--- src/rtl/simd_acc_shift.sv ---
// Per-lane accumulate-and-requantize stage: sums cfg_len signed beats into an
// ACC_W accumulator, then applies a rounding arithmetic right shift.
module simd_acc_shift #(
   parameter int DATA_W = 16,
   parameter int ACC_W  = 32,
   parameter int LEN_W  = 16
) (
   input  logic              clk,
   input  logic              reset_n,
   input  logic [LEN_W-1:0]  cfg_len,
   input  logic [4:0]        cfg_shift,
   input  logic              clear,
   input  logic              in_valid,
   output logic              in_ready,
   input  logic [DATA_W-1:0] in_data,
   output logic              out_valid,
   input  logic              out_ready,
   output logic [ACC_W-1:0]  out_data
);

   logic [ACC_W-1:0] acc_q, acc_d;
   logic [LEN_W-1:0] cnt_q, cnt_d;
   logic [LEN_W-1:0] len_q, len_d;
   logic [4:0]       shift_q, shift_d;
   logic [ACC_W-1:0] outData_q, outData_d;
   logic             outValid_q, outValid_d;

   logic                    accept;
   logic                    firstBeat;
   logic                    finalBeat;
   logic [LEN_W-1:0]        lenSel;
   logic [4:0]              shiftSel;
   logic [LEN_W:0]          cntInc;
   logic [ACC_W-1:0]        beatExt;
   logic [ACC_W-1:0]        sum;
   logic [ACC_W-1:0]        bias;
   logic signed [ACC_W-1:0] biased;
   logic [ACC_W-1:0]        rounded;

   assign in_ready  = !clear && !(outValid_q && !out_ready);
   assign accept    = in_valid && in_ready;
   assign out_valid = outValid_q;
   assign out_data  = outData_q;

   // The first beat of a group uses live config; later beats use the latched copy.
   always_comb begin
      firstBeat = (cnt_q == '0);
      lenSel    = len_q;
      shiftSel  = shift_q;
      if (firstBeat) begin
         lenSel   = (cfg_len == '0) ? LEN_W'(1) : cfg_len;
         shiftSel = cfg_shift;
      end
      beatExt   = {{(ACC_W-DATA_W){in_data[DATA_W-1]}}, in_data};
      sum       = firstBeat ? beatExt : (acc_q + beatExt);
      cntInc    = {1'b0, cnt_q} + (LEN_W+1)'(1);
      finalBeat = (cntInc == {1'b0, lenSel});
      bias      = (shiftSel == 5'd0) ? '0 : (ACC_W'(1) << (shiftSel - 5'd1));
      biased    = sum + bias;
      rounded   = biased >>> shiftSel;
   end

   always_comb begin
      acc_d      = acc_q;
      cnt_d      = cnt_q;
      len_d      = len_q;
      shift_d    = shift_q;
      outData_d  = outData_q;
      outValid_d = outValid_q;
      if (out_ready) begin
         outValid_d = 1'b0;
      end
      if (clear) begin
         acc_d = '0;
         cnt_d = '0;
      end else if (accept) begin
         if (firstBeat) begin
            len_d   = lenSel;
            shift_d = shiftSel;
         end
         if (finalBeat) begin
            acc_d      = '0;
            cnt_d      = '0;
            outData_d  = rounded;
            outValid_d = 1'b1;
         end else begin
            acc_d = sum;
            cnt_d = cntInc[LEN_W-1:0];
         end
      end
   end

   always_ff @(posedge clk or negedge reset_n) begin
      if (!reset_n) begin
         acc_q      <= '0;
         cnt_q      <= '0;
         len_q      <= LEN_W'(1);
         shift_q    <= '0;
         outData_q  <= '0;
         outValid_q <= 1'b0;
      end else begin
         acc_q      <= acc_d;
         cnt_q      <= cnt_d;
         len_q      <= len_d;
         shift_q    <= shift_d;
         outData_q  <= outData_d;
         outValid_q <= outValid_d;
      end
   end

endmodule

--- config.mk ---
export PLATFORM = sky130hd
export DESIGN_NAME = simd_acc_shift
export DESIGN_NICKNAME = d
export VERILOG_FILES = /design/src/rtl/simd_acc_shift.sv
export SDC_FILE = /design/constraint.sdc
export NUM_CORES = 1
export LEC_CHECK = 0
export CORE_MARGIN = 2
export CORE_UTILIZATION = 60
export CTS_CLUSTER_SIZE = 10
export DETAILED_ROUTE_END_ITERATION = 8
export PLACE_DENSITY = 0.81
export SLEW_MARGIN = 0
export SYNTH_ARGS = -nofsm -noshare
export SYNTH_HDL_FRONTEND = slang
export SYNTH_SLANG_ARGS = --single-unit
--- constraint.sdc ---
create_clock -name clk -period 15.5 [get_ports clk]
set_clock_uncertainty 0.15 [all_clocks]
set_input_delay 3.1 -clock clk [delete_from_list [all_inputs] [get_ports clk]]
set_output_delay 3.1 -clock clk [all_outputs]
set_load 0.03 [all_outputs]
# --- After elaboration in Yosys (flattened, before gate mapping) ---
# Index checks and enable logic that the tools add are counted.
word_totals:
  regBits: 102
  inputBits: 42
  output_inout_bits: 34
  elab_cells: 41
classes:
  n_addsub: 4
  eq_ne: 1
  shift: 2
  mux: 15
  bitwise_logic: 1
  n_reduce_logical: 12
ops:
  columns: ["operator", "count"]
  rows:
  - ["$mux W32", 5]
  - ["$mux W16", 5]
  - ["$add A32 B32 Y32", 2]
  - ["$logic_not A16 Y1", 2]
  - ["$shl A1 B5 Y32 const A", 1]
  - ["$sshr A32 B5 Y32", 1]
  - ["$add A16 B1 Y17 const B", 1]
  - ["$eq A17 B16 Y1", 1]
  - ["$reduce_and A3 Y1", 2]
  - ["$logic_not A5 Y1", 1]
  - ["$mux W5", 1]
  - ["$sub A5 B1 Y5 const B", 1]
  - ["$mux W1", 4]
  - ["$logic_and A1 B1 Y1", 3]
  - ["$logic_not A1 Y1", 3]
  - ["$reduce_bool A2 Y1", 1]
  - ["$not A1 Y1", 1]

# --- Longest topological paths before layout ---
# Gate-level depths: netlist (run 1).
depth:
  depth_word: 7
  mapped_depth: 28
  depth_no_buf: 27

# --- Worst setup path before layout (run 1) ---
# No wires, ideal clock.
synth_timing:
  kind: "input-to-reg"
  from: "input in_data[6]"
  to: "register outData_q[16], in the netlist out_data[16]"
  setup_ps: 120
  arrival_ps: 7970
  required_ps: 15230
  slack_ps: 7259
  path_stages: 25
  path_buffers: 0
  path_cell_list: "ha_1 a2111oi_0 o21a_1 o211ai_1 and2_1 o21a_1 o21ai_0 nand2b_1 a21oi_1 xnor2_1 nand2_1 nand2_1 ha_1 a21o_1 a21oi_1 o211ai_1 a211oi_1 nor2_1 a21oi_2 o311ai_4 o31ai_1 xnor2_2 a21oi_1 a211o_1 a31o_2"
synth_via:
  elab_chain_cells: 4
synth_rtl:
  columns: ["item", "line", "source"]
  rows:
  - ["from (decl)", "15", "input logic [DATA_W-1:0] in_data,"]
  - ["$add A32 B32 Y32", "55", "sum = firstBeat ? beatExt : (acc_q + beatExt);"]
  - ["$mux W32 (*)", "55", null]
  - ["$add A32 B32 Y32 (*)", "59", "biased = sum + bias;"]
  - ["$sshr A32 B5 Y32 (*)", "60", "rounded = biased >>> shiftSel;"]
  - ["to (signal assigned)", "106", "outData_q <= outData_d;"]
  - ["to (decl)", "25", "logic [ACC_W-1:0] outData_q, outData_d;"]
# Every way passes the cells marked *; elsewhere a longest branch is shown, timed or not.
# A chain may end at the register's enable or synchronous reset.

# --- Worst setup path in the final report (run 1) ---
layout_timing:
  from: "input in_data[0]"
  to: "register outData_q[0], in the netlist out_data[0]"
# The elaborated chain is that of the path after synthesis.

==> impl_metrics.ini, run 1 <==
[critical_path]
crit_path_top_delay_cell = xnor2_2
critPathMaxStageDelay_ns = 0.80
cpMostUsedCell = a21oi_1
crit_arrival_ns = 9.82
r2r_setup_slack_ns = 7.76
startpoint = in_data[0]
timing.rr.end = out_data[0]$_DFFE_PN0P_
setup.worst_path.end = out_data[0]$_DFFE_PN0P_
path_max_fanout = 19
critical_path_depth = 28
path_delay_family = compound AO/OA/AOI/OAI gates
crit_buf_inv = 3
r2r_cells = 22
critPathCaptureType = register
r2r_start = cnt_q[0]$_DFFE_PN0P_
crit_type = in2reg
cp-start-kind = input pin
cp.required_ns = 15.61

[pwr]
p_sw_share_pct = 49.8
pwr-share-comb_pct = 62.3
static-leakage-power_nw = 5.14
intPower_mw = 0.732
power_frac_seq_pct = 21.8
ir_drop_v = 0.000102
pwr_density_cell_nw_per_um2 = 122
p_clk_share_pct = 15.8
p_switching_mw = 0.727

[placement]
dp.cells = 1633
dpl.hpwl_um = 25200
numPortBuffers = 75
gp_congestion = 1.05

[logic_synthesis]
yosys_warnings = 0
syn_nets = 1492
synth_edf_count = 0
synthTopCellsByArea = dfrtp_1 (23%), ha_1 (7.4%), nand2_1 (5.8%), nor2_1 (5.1%), a21oi_1 (4.8%)
synth.avg_cell_area_um2 = 7.79
synth_area_um2 = 10800
yosysTopAreaCellShare_pct = 23.4
syn_inst = 1384
ys.flop_type = dfrtp_1
synth_top_area_cell = dfrtp_1
ys_types = 98
ys_seq_area_share_pct = 23.7
synth_seq_cells = 102
async_flop_share_pct = 100

[clock_tree]
postCtsHoldBufs = 0
cts_max_path_buffers = 2
clock-sinks = 102
post-cts-setup-buffers = 0
cts.htree.levels = 3
cts_buffers = 9
cts_resized = 0
cts_root_buf = clkbuf_16
clk_pin_slew_ns = 0.07
cts_tree = built
clk_latency_ns = 0.38

[floorplanning]
fp.dieH_um = 138
dieArea_um2 = 19100
initial_utilization_pct = 60.6
placementRows = 49
core-area_um2 = 17800
die_w_um = 138
num_io_pins = 76

[sta]
setup_tns_ns = 0
min_period_ns = 9.71
hold-worst-slack_ns = 0.336
max_freq_mhz = 103
finalSetupViolCount = 0
rsz0062_at_grt = no
slew_viol_final = 0
finalHoldViolations = 0
slew_headroom_pct = 17.6
worstMarginPinSlew_ns = 1.24
period_share_pct = 62.7

[global_route]
antenna_found_initial = 0
grt_pass1_vias = 10491
grt_usage_pct = 35.6
overflow = 0
grt_first_pass_wirelength_um = 55400
grt_max_degree = 57

[run_status]
outcome = complete, no violations

[detailed_routing]
ant_nets = 0
route.detailed.drc = 0
vias = 11249
drt_wl_total_um = 34100
drt_iter0_drc = 1241
viasPerCell = 6.82
dr.pass1.iters = 5
avgRoutedWirePerCell_um = 20.7

[job]
drv_cap = 0

[layout]
antenna_cells = 0
syn_to_final_growth_pct = 11.2
final_layout_size_suffix_gt1_share_pct = 7.25
final_cells = 1649
nets = 1523
post-route-util_pct = 67.4

[worst_hold_path]
hold_class = reg2reg
-- flip-flops by register name, summed over array words and instances, names as in the netlist --
name	cells
len_q	16
acc_q	32
shift_q	5
out_data	32
out_valid	1
cnt_q	16
-- cell usage in the layout, fill, tap and decap left out, types with 27 or more instances in the layout --
| cell type | Yosys | routed |
|---|---|---|
| a21oi_1 | 104 | 104 |
| clkdlybuf4s50_1 | 0 | 74 |
| ha_1 | 64 | 64 |
| nand2_1 | 167 | 167 |
| a21o_1 | 27 | 27 |
| nor2_1 | 146 | 144 |
| mux2i_1 | 37 | 34 |
| nor3_1 | 45 | 44 |
| dfrtp_1 | 101 | 101 |
| nand3_1 | 47 | 47 |
| a22o_1 | 30 | 30 |
| xnor2_1 | 50 | 50 |
| o21ai_0 | 101 | 100 |
-- metal layers --
metal | share of wire, % | GRT usage [%] | up-vias
met4 | 3.8 | 14.2 | 0
met5 | 0 | 0 | -
met1 | 44 | 50.9 | 5319
met3 | 10 | 8.56 | 83
met2 | 43 | 52.2 | 606
li1 | - | - | 5241
-- worst min-delay path, cell delays in order, from the launching register on --
cell and delay [ns]:
dfrtp_1 0.35, nand2_1 0.05, o31ai_1 0.05
-- power groups by stage --
stage	sequential, mW	clock, mW	combinational [mW]
floorplan	0.318	0	0.651
global placement	0.322	0	0.866
detailed placement	0.324	0	0.873
CTS	0.319	0.234	0.878
global route	0.323	0.244	0.984
finish	0.319	0.231	0.909
-- final cells by class --
cell class	instances	area (µm²)
clock buffers	10	229
clock inverters	6	53.8
fillers	1541	5790
inverters	25	93.8
multi-input cells	1184	7890
flip-flops and latches	102	2550
well taps	229	287
repair buffers	93	883
-- cells in the mapped netlist, types with 4 or more instances --
cell       number
o2bb2ai_1       4
mux2i_1        37
clkbuf_1       54
nand4_1        20
and4_1          6
nor2_1        146
o31ai_1        21
buf_2           9
a211oi_1       22
o211ai_1       22
nor2b_1        11
and3_1         12
o2111ai_1       4
o21a_1         17
a22o_1         30
o21ai_0       101
o32ai_1         5
nand2_1       167
a31oi_1        12
xnor2_1        50
nand2b_1       16
nand3_1        47
inv_1          25
a22oi_1         7
a21o_1         27
a211o_1         5
and2_1          9
o311ai_0        4
ha_1           64
xor2_1         19
o21bai_1        8
a41oi_1         4
nor4_1          8
nor3_1         45
a21oi_1       104
a311oi_1        4
dfrtp_1       101
buf_1           7
mux2_2         23
or3_1          13
-- logic make-up (layout without fill, tap and decap cells) --
kind of cell,Yosys count,in the layout,share of synthesized area [%]
AND/OR/NAND/NOR,521,521,22.7
AO/OA/AOI/OAI,461,461,29.3
flip-flops,102,102,23.7
buffers and inverters,98,134,3.73
XOR/XNOR,70,70,5.76
adder cells (fa/ha/maj),66,66,7.80
multiplexers,66,66,6.98
-- worst min-delay path by stage --
stage                                  start                        to  slack (ns)  cells after the start
finish              out_data[15]$_DFFE_PN0P_  out_data[15]$_DFFE_PN0P_        0.34                      2
global route           acc_q[18]$_DFFE_PN0P_     acc_q[18]$_DFFE_PN0P_        0.37                      2
CTS                 out_data[15]$_DFFE_PN0P_  out_data[15]$_DFFE_PN0P_        0.34                      2
detailed placement  out_data[15]$_DFFE_PN0P_  out_data[15]$_DFFE_PN0P_        0.32                      2
global placement    out_data[25]$_DFFE_PN0P_  out_data[25]$_DFFE_PN0P_        0.31                      2
floorplan              acc_q[18]$_DFFE_PN0P_     acc_q[18]$_DFFE_PN0P_        0.30                      2
-- per-stage QoR --
stage / total power [mW] / area (µm²) / setup WS (ns)
finish: 1.46 / 12000 / 5.79
global route: 1.55 / 12000 / 5.33
CTS: 1.43 / 12000 / 6.01
detailed placement: 1.20 / 11700 / 5.66
global placement: 1.19 / 11700 / 5.86
floorplan: 0.968 / 10800 / 7.26
Note: power is estimated with default switching activity, not from simulation.
==> inputs of run 2 (changes only) <==
--- a/config.mk
+++ b/config.mk
@@ -6,10 +6,10 @@
 export NUM_CORES = 1
 export LEC_CHECK = 0
 export CORE_MARGIN = 2
-export CORE_UTILIZATION = 60
+export CORE_UTILIZATION = 55
 export CTS_CLUSTER_SIZE = 10
 export DETAILED_ROUTE_END_ITERATION = 8
-export PLACE_DENSITY = 0.81
+export PLACE_DENSITY = 0.78
 export SLEW_MARGIN = 0
 export SYNTH_ARGS = -nofsm -noshare
 export SYNTH_HDL_FRONTEND = slang
==> constraint.sdc (replaced) <==
create_clock -name clk -period 8.5 [get_ports clk]
set_clock_uncertainty 0.15 [all_clocks]
set_input_delay 1.7 -clock clk [delete_from_list [all_inputs] [get_ports clk]]
set_output_delay 1.7 -clock clk [all_outputs]
set_load 0.03 [all_outputs]
==> run 2 against run 1 <==
- count of clock-buffer cells in the layout unchanged
- global-route usage decreased by 2.4 points
- critical path type unchanged
- sequential power increased by 82%
- hold slack got worse by 0.020 ns
- final cell count increased by 2.9%
- highest routed layer unchanged
- flip-flop and latch count unchanged
- core utilization decreased by 4.2 points
- setup slack got worse by 5.2 ns
- critical path depth decreased by 6
- via count decreased by 1.5%
==> impl_metrics.ini, run 2 (synthesized netlist as in run 1, its figures left out) <==
[clock_tree]
cts_tree = built
cts_max_path_buffers = 2
cts.htree.levels = 3
clk_latency_ns = 0.36
cts_root_buf = clkbuf_16
clock-sinks = 102
clk_pin_slew_ns = 0.08
cts_buffers = 9
postCtsHoldBufs = 0

[sta]
max_freq_mhz = 127
period_share_pct = 92.7
finalSetupViolCount = 0
finalHoldViolations = 0
setup_tns_ns = 0
worstMarginPinSlew_ns = 1.20
min_period_ns = 7.88
hold-worst-slack_ns = 0.316
slew_viol_final = 0
slew_headroom_pct = 19.7

[detailed_routing]
drt_iter0_drc = 1262
viasPerCell = 6.53
dr.pass1.iters = 5
avgRoutedWirePerCell_um = 20.1
vias = 11082
route.detailed.drc = 0
drt_wl_total_um = 34100
ant_nets = 0

[floorplanning]
fp.dieH_um = 144
placementRows = 51
num_io_pins = 76
initial_utilization_pct = 55.7
core-area_um2 = 19300
dieArea_um2 = 20700
die_w_um = 144

[layout]
antenna_cells = 0
final_common_cell = nand2_1
final_layout_size_suffix_gt1_share_pct = 8.10
nets = 1535
final_cells = 1697
syn_to_final_growth_pct = 13.3
layout_common_cells = nand2_1 (167), nor2_1 (144), a21oi_1 (104)

[critical_path]
cp-start-kind = input pin
timing.rr.end = out_data[0]$_DFFE_PN0P_
cp.required_ns = 8.63
crit_path_top_delay_cell = a311oi_1
critPathCaptureType = register
path_cells = clkdlybuf4s50_1 -> ha_1 -> a2111oi_0 -> o21a_1 -> o211ai_1 -> a21oi_1 -> o21ai_0 -> a21oi_1 -> xnor2_1 -> o21ai_0 -> ha_1 -> a21o_1 -> a21o_1 -> a21oi_1 -> o21ai_0 -> a32o_1 -> a211oi_2 -> xor2_1 -> a311oi_1 -> o221ai_1 -> o31a_1 -> o211ai_1
crit_arrival_ns = 8.01
r2r_cells = 22
critPathMaxStageDelay_ns = 0.55
r2r_start = cnt_q[0]$_DFFE_PN0P_
crit_type = in2reg
path_max_fanout = 10
r2r_setup_slack_ns = 1.62

[placement]
dp.cells = 1681
gp_congestion = 1.03
dpl.hpwl_um = 25500
numPortBuffers = 75

[job]
drv_cap = 0

[pwr]
ir_drop_v = 0.000118
static-leakage-power_nw = 5.24
pwr_density_cell_nw_per_um2 = 228
total_power_mw = 2.79

[worst_hold_path]
hold_depth = 2
hold_end = out_data[25]$_DFFE_PN0P_
hold_class = reg2reg
min-delay-start = out_data[25]$_DFFE_PN0P_

[run_status]
outcome = complete, no violations

[global_route]
grt_pass1_vias = 10330
grt_max_degree = 74
grt_usage_pct = 33.2
antenna_found_initial = 0
grt_first_pass_wirelength_um = 54400
overflow = 0
## run 2: cell count changes in the layout (fill, tap and decap cells not counted), sizes merged
cell / before / now
buf: 19 / 31
bufinv: 0 / 4
clkinv: 3 / 0
inv: 28 / 27
## run 2: worst max-delay path: cells and delay by family
kind	cells	cell delay, ns
AOI/OAI and AO/OA	17	4.79
adders and majority gates	2	0.80
buffers and inverters	1	0.43
xor gates and xnor gates	2	0.26
## run 2: how the worst max path moves through the flow
| stage | startpoint | end | slack (ns) | cells past startpoint |
|---|---|---|---|---|
| 2_1_floorplan | in_data[6] | out_data[16]$_DFFE_PN0P_ | 1.66 | 25 |
| 3_3_place_gp | in_data[6] | out_data[6]$_DFFE_PN0P_ | 0.31 | 26 |
| 3_5_place_dp | in_data[6] | out_data[6]$_DFFE_PN0P_ | 0.19 | 26 |
| 4_1_cts | in_data[6] | out_data[6]$_DFFE_PN0P_ | 0.56 | 26 |
| 5_1_grt | in_data[6] | out_data[6]$_DFFE_PN0P_ | -0.05 | 26 |
| 6_report | in_data[6] | out_data[3]$_DFFE_PN0P_ | 0.62 | 22 |
## run 2: repair_timing
action                     4_1_cts  5_1_grt
resized for setup                0        1
setup buffers                    0        0
setup endpoints to repair        0       17
## run 2: cell type report
cell class | instances | area [µm²]
fillers | 1685 | 7120
well taps | 265 | 332
clock buffers | 10 | 239
inverters | 25 | 93.8
repair buffers | 105 | 973
clock inverters | 6 | 140
multi-input cells | 1184 | 7890
flip-flops and latches | 102 | 2550
## run 2: power breakdown
part	internal [mW]	switching (mW)	total (mW)
Clock	0.329	0.211	0.541
Combinational	0.607	1.06	1.67
Sequential	0.542	0.0405	0.582
Total	1.48	1.31	2.79
## run 2: stage by stage
stage,worst slack (ns),instance area [µm²],utilization (%)
3_5_place_dp,0.186,11800,61.2
6_report,0.621,12200,63.2
2_1_floorplan,1.66,10800,-
4_1_cts,0.563,12200,63.2
5_1_grt,-0.0500,12200,63.2
3_3_place_gp,0.306,11800,61.2
## run 2: per-layer routing
layer / track usage, % / part of all wire (%) / routed length [µm]
met2: 51.0 / 44 / 15000
met5: 0 / 0 / 0
met3: 6.29 / 8.5 / 2880
met4: 11.2 / 3.1 / 1050
met1: 47.1 / 44 / 15100
==> inputs of run 3 (changes only) <==
--- a/config.mk
+++ b/config.mk
@@ -6,10 +6,11 @@
 export NUM_CORES = 1
 export LEC_CHECK = 0
 export CORE_MARGIN = 2
-export CORE_UTILIZATION = 55
+export CORE_UTILIZATION = 56
+export CTS_BUF_LIST = sky130_fd_sc_hd__clkbuf_4
 export CTS_CLUSTER_SIZE = 10
 export DETAILED_ROUTE_END_ITERATION = 8
-export PLACE_DENSITY = 0.78
+export PLACE_DENSITY = 0.8
 export SLEW_MARGIN = 0
 export SYNTH_ARGS = -nofsm -noshare
 export SYNTH_HDL_FRONTEND = slang
==> run 3 against run 2 <==
- sequential share of layout area rose by 0.56 points
- maximum frequency about the same
- clock power fell by 50%
- combinational power barely moved
- design area is 2.6% lower
- first-iteration DRC count grew 12%
- critical path type unchanged
- largest cell class unchanged
- highest routed layer unchanged
==> impl_metrics.ini, run 3 (synthesized netlist as in run 1, its figures left out) <==
[critical_path]
critPathCaptureType = register
cp-start-kind = input pin
crit_path_top_delay_cell = o311ai_0
cpMostUsedCell = o21a_1
crit_type = in2reg
r2r_start = cnt_q[0]$_DFFE_PN0P_
cp.required_ns = 8.81
r2r_cells = 21
crit_arrival_ns = 8.18
timing.rr.end = out_data[2]$_DFFE_PN0P_
crit_buf_inv = 2
critPathMaxStageDelay_ns = 0.65
path_delay_family = compound AO/OA/AOI/OAI gates
path_max_fanout = 6
r2r_setup_slack_ns = 0.91

[worst_hold_path]
min-delay-start = out_data[27]$_DFFE_PN0P_
hold_class = reg2reg
hold_end = out_data[27]$_DFFE_PN0P_
hold_depth = 2

[clock_tree]
cts_resized = 0
post-cts-setup-buffers = 0
cts.htree.levels = 3
clock-sinks = 102
clk_latency_ns = 0.54
cts_root_buf = clkbuf_4
cts_max_path_buffers = 2
cts_buffers = 9
postCtsHoldBufs = 0
clk_pin_slew_ns = 0.18
cts_tree = built

[layout]
syn_to_final_growth_pct = 10.4
nets = 1530
layout_common_cells = nand2_1 (167), nor2_1 (144), a21oi_1 (104)
final_common_cell = nand2_1
fill_cells = 1654
final_layout_size_suffix_gt1_share_pct = 7.85

[sta]
finalSetupViolCount = 0
worstMarginPinSlew_ns = 1.28
min_period_ns = 7.87
period_share_pct = 92.6
rsz0062_at_grt = no
slew_headroom_pct = 14.7
max_freq_mhz = 127
setup_tns_ns = 0
finalHoldViolations = 0
hold-worst-slack_ns = 0.349
slew_viol_final = 0

[global_route]
grt_first_pass_wirelength_um = 55400
grt_max_degree = 68
grt_usage_pct = 34.3
antenna_found_initial = 1
overflow = 0
grt_pass1_vias = 10504

[detailed_routing]
avgRoutedWirePerCell_um = 20.7
viasPerCell = 6.76
ant_nets = 0
route.detailed.drc = 0
dr.pass1.iters = 5
drt_iter0_drc = 1411
drt_wl_total_um = 34500
vias = 11229

[pwr]
ir_drop_v = 0.000104
pwr_density_cell_nw_per_um2 = 213
static-leakage-power_nw = 5.10
total_power_mw = 2.53

[run_status]
outcome = complete, no violations

[floorplanning]
dieArea_um2 = 20400
placementRows = 50
die_w_um = 143
fp.dieH_um = 143
core-area_um2 = 18800
initial_utilization_pct = 57.4
num_io_pins = 76

[placement]
gp_congestion = 0.998
dpl.hpwl_um = 25600
numPortBuffers = 75

[job]
drv_cap = 0
[run 3: cell count changes in the layout (fill, tap and decap cells not counted), moves of 2 or more]
cell        before  now
clkbuf_16        9    0
clkinvlp_4       0    2
bufinv_16        4    0
buf_4           31   26
clkbuf_4         0   10
[run 3: cell type report]
cell class                 instances  area (µm²)  area share [%]
multi-input combinational       1184        7890            66.3
sequential                       102        2550            21.5
timing repair buffer             100         936            7.86
tap                              234         293            2.46
inverter                          25        93.8           0.789
clock buffer                      10        75.1           0.631
clock inverter                     6        55.1           0.463
antenna                            1        2.50          0.0210
[run 3: worst max path at each step]
stage | from | endpoint | slack, ns | cells after the start
2_1_floorplan | in_data[6] | out_data[16]$_DFFE_PN0P_ | 1.66 | 25
3_3_place_gp | in_data[6] | out_data[18]$_DFFE_PN0P_ | 0.51 | 27
3_5_place_dp | in_data[6] | out_data[18]$_DFFE_PN0P_ | 0.34 | 27
4_1_cts | in_data[6] | out_data[18]$_DFFE_PN0P_ | 0.86 | 27
5_1_grt | in_data[6] | out_data[14]$_DFFE_PN0P_ | 0.05 | 26
6_report | in_data[6] | out_data[2]$_DFFE_PN0P_ | 0.63 | 27
[run 3: metal layers]
layer	vias up	global-route usage (%)	routed length, µm
met5	-	0	0
met4	0	11.8	1170
met3	88	5.94	3420
met2	602	51.1	14800
met1	5290	50.1	15000
li1	5249	-	-
[run 3: metrics by stage]
step                instances  utilization, %  worst slack (ns)  cell area (µm²)
finish                   1662            63.4             0.628            11900
floorplan                1384               -              1.66            10800
global placement         1645            62.7             0.513            11800
detailed placement       1645            62.7             0.337            11800
global route             1662            63.4            0.0501            11900
CTS                      1661            63.4             0.859            11900
[run 3: worst register-to-register path, stage by stage, from the launching register on]
cell and delay (ns):
dfrtp_1 0.50, inv_1 0.11, ha_1 0.16, nor4b_2 0.24, and4_2 0.62, mux2i_4 0.75
nand2_1 0.46, nor4_1 0.53, ha_1 0.39, o21ai_0 0.23, o21ai_0 0.17, and3_1 0.26
a211oi_1 0.60, nor3_1 0.11, buf_4 0.17, o2111a_1 0.26, o21a_1 0.22, o311ai_0 0.65
o32ai_1 0.23, or3_1 0.39, o211a_1 0.17, o21ai_0 0.17
[run 3: power breakdown]
part	leakage [nW]	switching [mW]	internal, mW	total (mW)
Sequential	1.34	0.0415	0.542	0.583
Clock	0.0671	0.203	0.0689	0.272
Combinational	3.68	1.08	0.599	1.67
Total	5.10	1.32	1.21	2.53
